--- src/rtl/keypad_scanner_if.sv ---
// Keypad scanner pin and consumer handshake bundle.
// master: the scanner; slave: the keypad matrix / game control side.
interface keypad_scanner_if;
  logic [3:0] KEY_ROW;
  logic [3:0] KEY_COL;
  logic [3:0] KEY_CODE;
  logic       KEY_VALID;
  logic       KEY_ACK;
  logic       KEY_HELD;
  logic       OVERRUN;

  modport master (
    input  KEY_ROW, KEY_ACK,
    output KEY_COL, KEY_CODE, KEY_VALID, KEY_HELD, OVERRUN
  );

  modport slave (
    output KEY_ROW, KEY_ACK,
    input  KEY_COL, KEY_CODE, KEY_VALID, KEY_HELD, OVERRUN
  );
endinterface

--- src/rtl/keypad_scanner.sv ---
// 4x4 column-multiplexed keypad reader: scan, debounce, encode, one-deep buffered handshake.
// Optional auto-repeat while held is enabled by defining KEYPAD_AUTOREPEAT_EN.
module keypad_scanner #(
  parameter int SCAN_DIV     = 1024,
  parameter int DEBOUNCE_CNT = 20000
`ifdef KEYPAD_AUTOREPEAT_EN
  ,
  parameter int REPEAT_DELAY  = 5000000,
  parameter int REPEAT_PERIOD = 1000000
`endif
) (
  input logic              CLK,
  input logic              RST,
  keypad_scanner_if.master kp
);

  localparam int CNT_MAX = (SCAN_DIV > DEBOUNCE_CNT) ? SCAN_DIV : DEBOUNCE_CNT;
  localparam int CW      = $clog2(CNT_MAX + 1);
  localparam logic [CW-1:0] SLOT_LAST = CW'(SCAN_DIV - 1);
  localparam logic [CW-1:0] DB_LAST   = CW'(DEBOUNCE_CNT - 1);

  typedef enum logic [1:0] {SCAN, DEBOUNCE, HELD} state_e;

  state_e          state_q, state_d;
  logic [3:0]      row_s1_q, row_s2_q;
  logic [1:0]      col_q, col_d;
  logic [CW-1:0]   cnt_q, cnt_d;
  logic [3:0]      pat_q, pat_d;
  logic [3:0]      key_col_q, key_col_d;
  logic [3:0]      key_code_q, key_code_d;
  logic            key_valid_q, key_valid_d;
  logic            key_held_q, key_held_d;
  logic            overrun_q, overrun_d;
  logic            dlv;
  logic [1:0]      row_idx;
  logic            ack;

  wire [3:0] rs = row_s2_q;

`ifdef KEYPAD_AUTOREPEAT_EN
  localparam int RPT_MAX = (REPEAT_DELAY > REPEAT_PERIOD) ? REPEAT_DELAY : REPEAT_PERIOD;
  localparam int RW      = $clog2(RPT_MAX + 1);
  logic [RW-1:0] rpt_q, rpt_d;
`endif

  // Lowest low row wins when several rows are pulled down in the frozen column.
  always_comb begin
    row_idx = 2'd3;
    if (!pat_q[0])      row_idx = 2'd0;
    else if (!pat_q[1]) row_idx = 2'd1;
    else if (!pat_q[2]) row_idx = 2'd2;
  end

  always_comb begin
    state_d = state_q;
    col_d   = col_q;
    cnt_d   = cnt_q;
    pat_d   = pat_q;
    dlv     = 1'b0;
    case (state_q)
      SCAN: begin
        if (cnt_q == SLOT_LAST) begin
          if (rs != 4'hF) begin
            pat_d   = rs;
            state_d = DEBOUNCE;
            cnt_d   = CW'(1);           // the entry sample is the first match
          end else begin
            col_d = col_q + 2'd1;
            cnt_d = '0;
          end
        end else begin
          cnt_d = cnt_q + CW'(1);
        end
      end
      DEBOUNCE: begin
        if (rs != pat_q) begin
          state_d = SCAN;
          col_d   = col_q + 2'd1;
          cnt_d   = '0;
        end else if (cnt_q == DB_LAST) begin
          dlv     = 1'b1;
          state_d = HELD;
          cnt_d   = '0;
        end else begin
          cnt_d = cnt_q + CW'(1);
        end
      end
      HELD: begin
        if (rs != 4'hF) begin
          cnt_d = '0;
        end else if (cnt_q == DB_LAST) begin
          state_d = SCAN;
          col_d   = col_q + 2'd1;
          cnt_d   = '0;
        end else begin
          cnt_d = cnt_q + CW'(1);
        end
      end
      default: begin
        state_d = SCAN;
        col_d   = '0;
        cnt_d   = '0;
      end
    endcase

`ifdef KEYPAD_AUTOREPEAT_EN
    // Down-counter to the next repeat; reloaded on HELD entry, idle elsewhere.
    rpt_d = '0;
    if (state_q == HELD && state_d == HELD) begin
      if (rpt_q == '0) begin
        dlv   = 1'b1;
        rpt_d = RW'(REPEAT_PERIOD - 1);
      end else begin
        rpt_d = rpt_q - RW'(1);
      end
    end else if (state_d == HELD) begin
      rpt_d = RW'(REPEAT_DELAY - 1);
    end
`endif
  end

  // One-deep buffer: an ack in the delivery cycle makes room, otherwise a full buffer drops.
  always_comb begin
    key_code_d  = key_code_q;
    key_valid_d = key_valid_q;
    overrun_d   = overrun_q;
    ack         = kp.KEY_ACK & key_valid_q;
    if (dlv) begin
      if (!key_valid_q || ack) begin
        key_code_d  = {row_idx, col_q};
        key_valid_d = 1'b1;
      end else begin
        overrun_d = 1'b1;
      end
    end else if (ack) begin
      key_valid_d = 1'b0;
      overrun_d   = 1'b0;
    end
    key_held_d = (state_d == HELD);
    key_col_d  = ~(4'b0001 << col_d);
  end

  always_ff @(posedge CLK) begin
    if (RST) begin
      state_q     <= SCAN;
      row_s1_q    <= 4'hF;
      row_s2_q    <= 4'hF;
      col_q       <= '0;
      cnt_q       <= '0;
      pat_q       <= 4'hF;
      key_col_q   <= 4'b1110;
      key_code_q  <= '0;
      key_valid_q <= 1'b0;
      key_held_q  <= 1'b0;
      overrun_q   <= 1'b0;
`ifdef KEYPAD_AUTOREPEAT_EN
      rpt_q       <= '0;
`endif
    end else begin
      state_q     <= state_d;
      row_s1_q    <= kp.KEY_ROW;
      row_s2_q    <= row_s1_q;
      col_q       <= col_d;
      cnt_q       <= cnt_d;
      pat_q       <= pat_d;
      key_col_q   <= key_col_d;
      key_code_q  <= key_code_d;
      key_valid_q <= key_valid_d;
      key_held_q  <= key_held_d;
      overrun_q   <= overrun_d;
`ifdef KEYPAD_AUTOREPEAT_EN
      rpt_q       <= rpt_d;
`endif
    end
  end

  assign kp.KEY_COL   = key_col_q;
  assign kp.KEY_CODE  = key_code_q;
  assign kp.KEY_VALID = key_valid_q;
  assign kp.KEY_HELD  = key_held_q;
  assign kp.OVERRUN   = overrun_q;

endmodule

--- src/flat_wrapper.sv ---
// flat-port wrapper written by rule: the top's interface ports become plain ports
module keypad_scanner_flat 
#(
  parameter int SCAN_DIV     = 1024,
  parameter int DEBOUNCE_CNT = 20000

)
  (CLK, RST, kp_KEY_ROW, kp_KEY_ACK, kp_KEY_COL, kp_KEY_CODE, kp_KEY_VALID, kp_KEY_HELD, kp_OVERRUN);
  keypad_scanner_if kp_i ();
  input logic CLK;
  input logic RST;
  input wire logic [$bits(kp_i.KEY_ROW)-1:0] kp_KEY_ROW;
  input wire logic [$bits(kp_i.KEY_ACK)-1:0] kp_KEY_ACK;
  output wire logic [$bits(kp_i.KEY_COL)-1:0] kp_KEY_COL;
  output wire logic [$bits(kp_i.KEY_CODE)-1:0] kp_KEY_CODE;
  output wire logic [$bits(kp_i.KEY_VALID)-1:0] kp_KEY_VALID;
  output wire logic [$bits(kp_i.KEY_HELD)-1:0] kp_KEY_HELD;
  output wire logic [$bits(kp_i.OVERRUN)-1:0] kp_OVERRUN;
  assign kp_i.KEY_ROW = kp_KEY_ROW;
  assign kp_i.KEY_ACK = kp_KEY_ACK;
  assign kp_KEY_COL = kp_i.KEY_COL;
  assign kp_KEY_CODE = kp_i.KEY_CODE;
  assign kp_KEY_VALID = kp_i.KEY_VALID;
  assign kp_KEY_HELD = kp_i.KEY_HELD;
  assign kp_OVERRUN = kp_i.OVERRUN;
  keypad_scanner #(.SCAN_DIV(SCAN_DIV), .DEBOUNCE_CNT(DEBOUNCE_CNT)) u_core (.CLK(CLK), .RST(RST), .kp(kp_i));
endmodule
--- config.mk ---
export PLATFORM = sky130hd
export DESIGN_NAME = keypad_scanner_flat
export DESIGN_NICKNAME = d
export VERILOG_FILES = /design/src/rtl/keypad_scanner_if.sv /design/src/rtl/keypad_scanner.sv /design/src/flat_wrapper.sv
export SDC_FILE = /design/constraint.sdc
export NUM_CORES = 1
export LEC_CHECK = 0
export CORE_MARGIN = 2
export CORE_UTILIZATION = 25
export CTS_CLUSTER_SIZE = 25
export DETAILED_ROUTE_END_ITERATION = 6
export HOLD_SLACK_MARGIN = 0.05
export MAX_ROUTING_LAYER = met4
export PLACE_DENSITY = 0.42
export SETUP_SLACK_MARGIN = 0.05
export SLEW_MARGIN = 30
export SYNTH_ARGS = -nofsm -noshare
export SYNTH_HDL_FRONTEND = slang
export SYNTH_SLANG_ARGS = --single-unit
--- constraint.sdc ---
create_clock -name CLK -period 2.3 [get_ports CLK]
set_input_delay 0.46 -clock CLK [delete_from_list [all_inputs] [get_ports CLK]]
set_output_delay 0.46 -clock CLK [all_outputs]
set_load 0.05 [all_outputs]
==> impl_metrics.yaml, run 1 <==
run_status:
  status: "complete, no violations"
routing:
  dr.pass1.iters: 4
  vias_per_cell: 4.53
  post-route-drc-count: 0
  drt-initial-drc-count: 89
  drt.antenna.violating_nets: 0
  routed_wl_mm: 4.02
  via_count: 1492
  post_drt_wl_per_cell_um: 12.2
cells_and_area:
  area_growth_pct: 20.1
  num_antenna_cells: 0
  nNetsFinal: 234
  layout-drive-gt1-share_pct: 17.2
  layout.cells.non_filler: 329
  n_fill_cell: 828
cts:
  clk_pin_slew_ps: 90
  cts_buffers: 5
  cts_tree: "yes"
  clk_latency_ps: 300
  cts_max_path_buffers: 2
  root_buffer: "clkbuf_8"
  cts_max_level: 2
  hold_buffers: 0
  clock-sinks: 42
pwr:
  combPwrFrac_pct: 4.5
  power_frac_clock_pct: 42.8
  netSwitchingPower_uw: 315
  power_leakage_uw: 0.000839
  intPower_uw: 1100
  switching_share_pct: 22.3
  power_frac_seq_pct: 52.7
  p_per_area_nw_per_um2: 606
  vdd_ir_drop_max_v: 0.000216
sta:
  clock_skew_ps: 9.72
  max_slew_margin_pct: 66.4
  fin_crit_ps: 2170
  drv_slew: 0
  grt_setup_unrepaired: "no"
  period_share_pct: 94.5
  setup_violations: 0
  tightest_slew_ps: 503
  hold_violations: 0
  setup_tns_ps: 0
  fmax_ghz: 0.460
setup_path:
  r2r_slack_ps: 130
  reg2reg_from: "u_core.cnt_q[5]"
  max_stage_delay_ps: 570
  cp_max_fo: 8
  cp-start-kind: "flop"
  crit_family: "simple AND/OR/NAND/NOR gates"
  crit_type: "reg -> reg"
  required_ps: 2490
  cp-end-kind: "flop"
  r2r_cells: 5
  slowest_stage: "or4_4"
  crit_chain: "or4_4 > or4_4 > or3_4 > o21ai_0 > a21oi_1"
  critPathArrivalTime_ps: 2370
  r2r_end: "u_core.kp.KEY_CODE[3]"
  crit_top_cell: "or4_4"
  worst-path-buf-inv: 0
logic_synthesis:
  synth_warnings: 0
  yosys.area.top_type: "dfxtp_1"
  avgSynthCellArea_sq_um: 9.81
  synth_top_area_share_pct: 43.3
  ys_ff_latch: 42
  ys_async_sr_fraction_pct: 0
  synth_flop_cell: "dfxtp_1"
  syn_inst: 198
  yosysSeqAreaShare_pct: 43.3
  syn_area_sq_um: 1940
  syn-num-nets: 206
  ys_types: 49
  synth_edf_count: 0
  synthTopCellsByArea: "dfxtp_1 43%, xor2_1 4.1%, nor2_1 3.7%"
global_route:
  grt_overflow_total: 0
  antenna_found_initial: 0
  grt_pass1_vias: 1341
  grt_max_degree: 17
  gr-usage-met2_pct: 14.7
  use_met3_pct: 2.71
  use_met1_pct: 13.9
  track_usage_pct: 10.3
  grt_pass1_wl_mm: 6.71
  top_usage_layer: "met2"
floorplanning:
  die_area_sq_um: 8490
  io_pins: 18
  core_sq_um: 7610
  initial_core_util_pct: 25.5
  die_h_um: 92.1
  placementRows: 32
  die_w_um: 92.1
run:
  cap_violations: 0
hold_path:
  hp-class: "reg -> reg"
  hold_end: "u_core.row_s2_q[2]"
  hold_path.startpoint: "u_core.row_s1_q[2]"
  holdPathStages: 1
placement:
  gp_congestion: 0.783
  dp_hpwl_mm: 2.96
  port_buffers: 17
  dp.cells: 321
==> kinds of logic (layout without fill, tap and decap cells) <==
kind of cell               Yosys count  in the layout  synth area share [%]
buffers and inverters               11             40                  6.38
xor gates and xnor gates            17             17                  7.67
and+or+nand+nor                     89             89                  27.8
DFF                                 42             42                  43.3
AOI/OAI and AO/OA                   31             31                  10.6
muxes                                7              7                  3.61
adders and majority gates            1              1                 0.644
==> worst max path at each step <==
| stage | slack (ps) | cells past startpoint | start | to |
|---|---|---|---|---|
| final | 130 | 5 | u_core.cnt_q[5] | u_core.kp.KEY_CODE[3] |
| after global routing | 50 | 7 | u_core.cnt_q[0] | u_core.kp.KEY_COL[2] |
| after CTS | 110 | 5 | u_core.cnt_q[5] | u_core.kp.KEY_CODE[0] |
| after detailed placement | 140 | 5 | u_core.cnt_q[5] | u_core.kp.KEY_CODE[0] |
| after global placement | 180 | 6 | u_core.cnt_q[0] | u_core.cnt_q[0] |
| after floorplan | 280 | 5 | u_core.cnt_q[5] | u_core.kp.KEY_CODE[2] |
==> registers in the layout (all words and copies together), names as in the netlist <==
name and count:
u_core.cnt_q 15, u_core.kp.KEY_CODE 4, u_core.kp.KEY_COL 4, u_core.pat_q 4, u_core.row_s1_q 4, u_core.row_s2_q 4, u_core.col_q 2, u_core.state_q 2
u_core.kp.KEY_HELD 1, u_core.kp.KEY_VALID 1, u_core.kp.OVERRUN 1
==> power by group through the flow <==
stage	registers (uW)	logic (uW)	clock network [uW]
floorplan	761	37.1	0
global placement	763	64.2	0
detailed placement	763	64.0	0
CTS	746	64.1	636
global route	748	71.1	678
finish	745	63.4	605
==> metrics by stage <==
| stage | power [uW] | utilization [%] | setup WS (ps) | hold WS [ps] | instance area (sq um) |
|---|---|---|---|---|---|
| floorplan | 798 | - | 276 | 389 | 1940 |
| global placement | 827 | 29.0 | 179 | 392 | 2210 |
| detailed placement | 827 | 29.0 | 144 | 394 | 2210 |
| CTS | 1450 | 30.6 | 108 | 418 | 2330 |
| global route | 1500 | 30.7 | 51.6 | 437 | 2330 |
| finish | 1410 | 30.7 | 126 | 415 | 2330 |
==> placed cells by master (no fill, tap or decap), types with 8 or more instances in the layout <==
cell	instances
nand2_1	14
nand4_1	8
clkdlybuf4s50_1	17
dfxtp_1	42
xor2_1	9
o21ai_0	8
or2_2	9
xnor2_1	8
nor2_1	19
buf_4	10
==> what timing repair did <==
action / in CTS / in global routing
resized for setup: 0 / 1
endpoints found under the hold margin: 0 / 0
endpoints found under the setup margin: 0 / 4
setup buffers: 0 / 0
==> synthesized netlist by cell type (2+ instances only) <==
cell / count
nand4_1: 8
nor2_1: 19
nand3_1: 8
a21oi_1: 7
dfxtp_1: 42
nor4_1: 4
nand2b_1: 4
bufbuf_16: 2
and4_1: 4
o21ai_0: 8
nor3_1: 3
o211ai_1: 2
or4_4: 2
nand2_1: 14
xnor2_1: 8
xor2_1: 9
inv_1: 5
and3_2: 2
or2_2: 9
o21bai_1: 2
mux2i_1: 7
or4_1: 2
==> metal layers <==
layer / share of wire (%) / routed length, um
met1: 50 / 2000
met2: 43 / 1750
met3: 4.6 / 186
met4: 2.1 / 83
met5: 0 / 0
==> layout make-up <==
type	count	area (sq um)	area share, %
Tap cell	102	128	5.47
Timing Repair Buffer	27	245	10.5
Inverter	5	18.8	0.805
Multi-Input combinational cell	145	982	42.1
Clock buffer	5	68.8	2.95
Sequential cell	42	841	36.1
Clock inverter	3	48.8	2.09
No activity file was read; power rests on OpenSTA's default activity.
==> inputs of run 2 (changes only) <==
Settings changed: ABC_CLOCK_PERIOD_IN_PS set to 2300, GPL_TIMING_DRIVEN set to 0.
==> impl_metrics.yaml, run 2 (synthesis gave the netlist of run 1 again) <==
run_status:
  status: "complete, no violations"
setup_path:
  crit_chain: "or4_4 > or4_4 > or3_4 > o21ai_0 > a21oi_1"
  crit_type: "reg -> reg"
  crit_top_cell: "or4_4"
  cp-start-kind: "flop"
  r2r_slack_ps: 110
  reg2reg_from: "u_core.cnt_q[5]"
  cp_max_fo: 8
  critPathArrivalTime_ps: 2380
  r2r_end: "u_core.kp.KEY_CODE[3]"
  slowest_stage: "or4_4"
  required_ps: 2490
  cp-end-kind: "flop"
  max_stage_delay_ps: 560
  r2r_cells: 5
global_route:
  grt_max_degree: 17
  grt_pass1_vias: 1347
  grt_pass1_wl_mm: 6.80
  antenna_found_initial: 0
  track_usage_pct: 10.2
  grt_overflow_total: 0
routing:
  post_drt_wl_per_cell_um: 12.1
  dr.pass1.iters: 4
  drt-initial-drc-count: 67
  vias_per_cell: 4.43
  routed_wl_mm: 3.98
  drt.antenna.violating_nets: 0
  via_count: 1452
  post-route-drc-count: 0
pwr:
  switching_share_pct: 25.2
  combPwrFrac_pct: 4.5
  netSwitchingPower_uw: 335
  power_frac_seq_pct: 56.2
  p_per_area_nw_per_um2: 557
  power_frac_clock_pct: 39.3
  intPower_uw: 993
  power_leakage_uw: 0.000851
  vdd_ir_drop_max_v: 0.000205
  total_power_uw: 1330
hold_path:
  holdPathStages: 1
  hold_path.startpoint: "u_core.row_s1_q[0]"
  hold_end: "u_core.row_s2_q[0]"
  hp-class: "reg -> reg"
sta:
  fin_crit_ps: 2190
  clock_skew_ps: 13.2
  period_share_pct: 95.3
  grt_setup_unrepaired: "yes"
  setup_violations: 0
  tightest_slew_ps: 497
  hold_violations: 0
  max_slew_margin_pct: 66.7
  drv_slew: 0
  setup_slack_ps: 109
  fmax_ghz: 0.456
cells_and_area:
  num_antenna_cells: 0
  layout_commonest_cell: "dfxtp_1"
  area_growth_pct: 22.8
  nNetsFinal: 233
  final_cell_mix: "41 x dfxtp_1, 19 x nor2_1, 17 x clkdlybuf4s50_1, 14 x nand2_1"
  largest_register_ffs: 15
  regMostFlops: "u_core.cnt_q"
  layout.cells.non_filler: 328
  layout-drive-gt1-share_pct: 18.6
  finalInstanceArea_sq_um: 2380
  final_util_pct: 31.3
placement:
  port_buffers: 17
  dp_hpwl_mm: 2.86
  placed_cell_area_sq_um: 2240
  pre_cts_ws_ps: -119
  gp_congestion: 0.707
  dp.cells: 317
cts:
  hold_buffers: 0
  cts_buffers: 5
  cts_tree: "yes"
  root_buffer: "clkbuf_8"
  clk_latency_ps: 310
  clk_pin_slew_ps: 100
  cts_max_path_buffers: 2
  cts_max_level: 2
  clock-sinks: 42
floorplanning:
  die_w_um: 92.1
  die_h_um: 92.1
  core_sq_um: 7610
  placementRows: 32
  initial_core_util_pct: 25.5
  io_pins: 18
  die_area_sq_um: 8490
run:
  cap_violations: 0
run 2: cell count changes in the layout (fill, tap and decap cells not counted), sizes merged:
cell / delta
buf: -5
bufbuf: +3
bufinv: -1
clkbuf: +1
clkinvlp: -1
inv: +2
run 2: power groups by stage:
stage / Sequential [uW] / Combinational [uW] / Clock [uW]
CTS: 746 / 60.5 / 542
global placement: 763 / 58.5 / 0
global route: 748 / 67.2 / 576
detailed placement: 763 / 58.6 / 0
finish: 746 / 59.6 / 521
floorplan: 761 / 37.1 / 0
run 2: worst max path at each step:
stage,cells past startpoint,to,startpoint
3_5_place_dp,6,u_core.kp.KEY_COL[1],RST
5_1_grt,5,u_core.kp.KEY_CODE[3],u_core.cnt_q[5]
2_1_floorplan,5,u_core.kp.KEY_CODE[2],u_core.cnt_q[5]
6_report,5,u_core.kp.KEY_CODE[3],u_core.cnt_q[5]
4_1_cts,5,u_core.kp.KEY_COL[2],u_core.cnt_q[10]
3_3_place_gp,6,u_core.cnt_q[11],u_core.cnt_q[5]
run 2: cell type report:
type	instances	area, sq um
Tap cell	102	128
Timing Repair Buffer	20	193
Multi-Input combinational cell	145	1000
Buffer	6	108
Fill cell	819	5220
Clock inverter	3	26.3
Inverter	5	18.8
Clock buffer	5	68.8
Sequential cell	42	842
run 2: critical path, delay by kind of cell (launching register included):
kind	cells	cell delay, ps
compound gates	2	240
flops	1	400
simple gates	3	1430
run 2: layer usage:
metal / wire (um) / GRT usage (%) / vias to the layer above
met4: 63 / 3.73 / 0
met2: 1670 / 14.5 / 20
met3: 85 / 1.97 / 6
met1: 2160 / 14.2 / 663
met5: 0 / - / -
li1: - / - / 763
run 2: stage by stage:
step	hold slack [ps]	TNS [ps]
4_1_cts	418	0
3_5_place_dp	392	-1140
2_1_floorplan	389	0
6_report	416	0
5_1_grt	438	0
3_3_place_gp	391	-1440
run 2: timing repair:
item                       CTS  global route
cloned                       0             0
buffers inserted             2             1
setup endpoints to repair   13            21
gates resized for setup      2             5
pin swaps                    2             0
==> inputs of run 3 (changes only) <==
Settings changed: ABC_AREA set to 1, SETUP_SLACK_MARGIN 0.05 to 0.2.
==> impl_metrics.yaml, run 3 <==
logic_synthesis:
  yosys-top-cells-count: "60 x nand2_1, 42 x dfxtp_1, 39 x nor2_1"
  ys_ff_latch: 42
  yosys.area.top_type: "dfxtp_1"
  syn_area_sq_um: 2010
  synthTopCellsByArea: "dfxtp_1 42%, nand2_1 11%, nor2_1 7.3%"
  ys_async_sr_fraction_pct: 0
  ys_types: 28
  syn-num-nets: 285
  synth_most_common_cell: "nand2_1"
  avgSynthCellArea_sq_um: 7.26
  synth_flop_cell: "dfxtp_1"
  yosysSeqAreaShare_pct: 41.8
  syn_inst: 277
  synth_warnings: 0
  synth_top_area_share_pct: 41.8
  synth_edf_count: 0
cells_and_area:
  regMostFlops: "u_core.cnt_q"
  layout-drive-gt1-share_pct: 11.3
  nNetsFinal: 308
  layout_commonest_cell: "nand2_1"
  area_growth_pct: 18.9
  final_cell_mix: "60 x nand2_1, 42 x dfxtp_1, 39 x nor2_1, 36 x inv_1, 23 x nand3_1"
  largest_register_ffs: 15
  layout.cells.non_filler: 403
  num_antenna_cells: 0
setup_path:
  r2r_cells: 10
  cp_max_fo: 3
  cp-start-kind: "flop"
  crit_type: "reg -> out"
  worst-path-buf-inv: 1
  crit_family: "buffers and inverters"
  critPathArrivalTime_ps: 1490
  max_stage_delay_ps: 810
  slowest_stage: "clkdlybuf4s50_1"
  cp-end-kind: "output port"
  crit_chain: "clkdlybuf4s50_1"
  r2r_slack_ps: 540
  r2r_end: "u_core.kp.KEY_COL[0]"
  worstSetupStartpoint: "u_core.kp.KEY_VALID"
  reg2reg_from: "u_core.cnt_q[0]"
  required_ps: 1840
cts:
  clk_pin_slew_ps: 90
  root_buffer: "clkbuf_8"
  cts_buffers: 5
  cts_tree: "yes"
  post_cts_buffers: 0
  hold_buffers: 0
  cts.repair.resized: 0
  cts_max_path_buffers: 2
  clk_latency_ps: 300
  clock-sinks: 42
  cts_max_level: 2
placement:
  dp_hpwl_mm: 3.07
  port_buffers: 16
  dp.cells: 395
  gp_congestion: 0.784
sta:
  tightest_slew_ps: 551
  period_share_pct: 84.6
  hold_violations: 0
  grt_setup_unrepaired: "no"
  drv_slew: 0
  fin_crit_ps: 1950
  clock_skew_ps: 9.72
  fmax_ghz: 0.514
  max_slew_margin_pct: 63.1
  setup_tns_ps: 0
  setup_violations: 0
floorplanning:
  io_pins: 18
  die_w_um: 93.7
  die_h_um: 93.7
  die_area_sq_um: 8780
  placementRows: 32
  core_sq_um: 7770
  initial_core_util_pct: 25.9
run_status:
  status: "complete, no violations"
global_route:
  grt_overflow_total: 0
  grt_pass1_vias: 1552
  antenna_found_initial: 0
  grt_pass1_wl_mm: 6.95
  grt_max_degree: 16
  track_usage_pct: 10.4
run:
  cap_violations: 0
routing:
  post_drt_wl_per_cell_um: 10.1
  via_count: 1664
  vias_per_cell: 4.13
  drt-initial-drc-count: 76
  post-route-drc-count: 0
  drt.antenna.violating_nets: 0
  dr.pass1.iters: 4
  routed_wl_mm: 4.08
pwr:
  vdd_ir_drop_max_v: 0.000181
  p_per_area_nw_per_um2: 549
  power_leakage_uw: 0.00107
hold_path:
  hold_path.startpoint: "u_core.row_s1_q[0]"
  hp-class: "reg -> reg"
  holdPathStages: 1
  hold_end: "u_core.row_s2_q[0]"
==> run 3: changes by cell type in the layout (fill, tap and decap cells not counted), sizes merged, moves of 5 or more <==
cell / previous run / this run
buf: 5 / 0
inv: 8 / 39
mux2i: 7 / 0
nand2: 14 / 66
nand3: 8 / 26
nor2: 19 / 45
nor4: 5 / 0
xnor2: 8 / 2
==> run 3: power breakdown <==
| part | internal, uW | total (uW) | switching (uW) | leakage [uW] |
|---|---|---|---|---|
| Combinational | 24.6 | 61.4 | 36.9 | 0.000689 |
| Sequential | 738 | 745 | 7.27 | 0.000341 |
| Clock | 217 | 507 | 290 | 0.0000408 |
| Total | 980 | 1310 | 334 | 0.00107 |
==> run 3: metal layers <==
metal	share of wire, %	up-vias	GRT usage [%]	wire length [um]
met5	0	-	-	0
met4	2.0	0	4.71	81
met3	3.6	5	2.57	147
met2	42	23	15.3	1710
met1	52	726	13.5	2130
li1	-	910	-	-
==> run 3: kinds of logic (layout without fill, tap and decap cells) <==
kind of cell	Yosys count	count (layout)	share of synthesized area, %
flip-flops	42	42	41.8
AO/OA/AOI/OAI	23	23	6.09
AND/OR/NAND/NOR	156	156	38.2
XOR/XNOR	12	12	5.22
buffers and inverters	43	67	8.02
adder cells (fa/ha/maj)	1	1	0.622
==> run 3: worst max path at each step <==
| stage | end | slack (ps) | cells after the start |
|---|---|---|---|
| finish | kp_KEY_VALID | 350 | 1 |
| global placement | u_core.kp.KEY_COL[0] | 550 | 10 |
| detailed placement | u_core.kp.KEY_COL[0] | 560 | 10 |
| global route | kp_KEY_VALID | 310 | 1 |
| floorplan | u_core.kp.KEY_COL[0] | 780 | 10 |
| CTS | kp_KEY_VALID | 350 | 1 |
==> run 3: final cells by class <==
cell class	instances	area, sq um
Tap cell	102	128
Clock buffer	5	68.8
Buffer	2	7.51
Fill cell	831	5380
Sequential cell	42	841
Timing Repair Buffer	16	160
Multi-Input combinational cell	192	1010
Clock inverter	3	23.8
Inverter	41	154
==> run 3: metrics by stage <==
step	hold WS [ps]	area (sq um)	worst slack (ps)	power (uW)	util, %
4_1_cts	419	2390	346	1340	30.8
3_3_place_gp	391	2300	551	824	29.6
2_1_floorplan	389	2010	781	804	-
5_1_grt	432	2390	309	1370	30.8
6_report	417	2390	354	1310	30.8
3_5_place_dp	396	2300	555	825	29.6
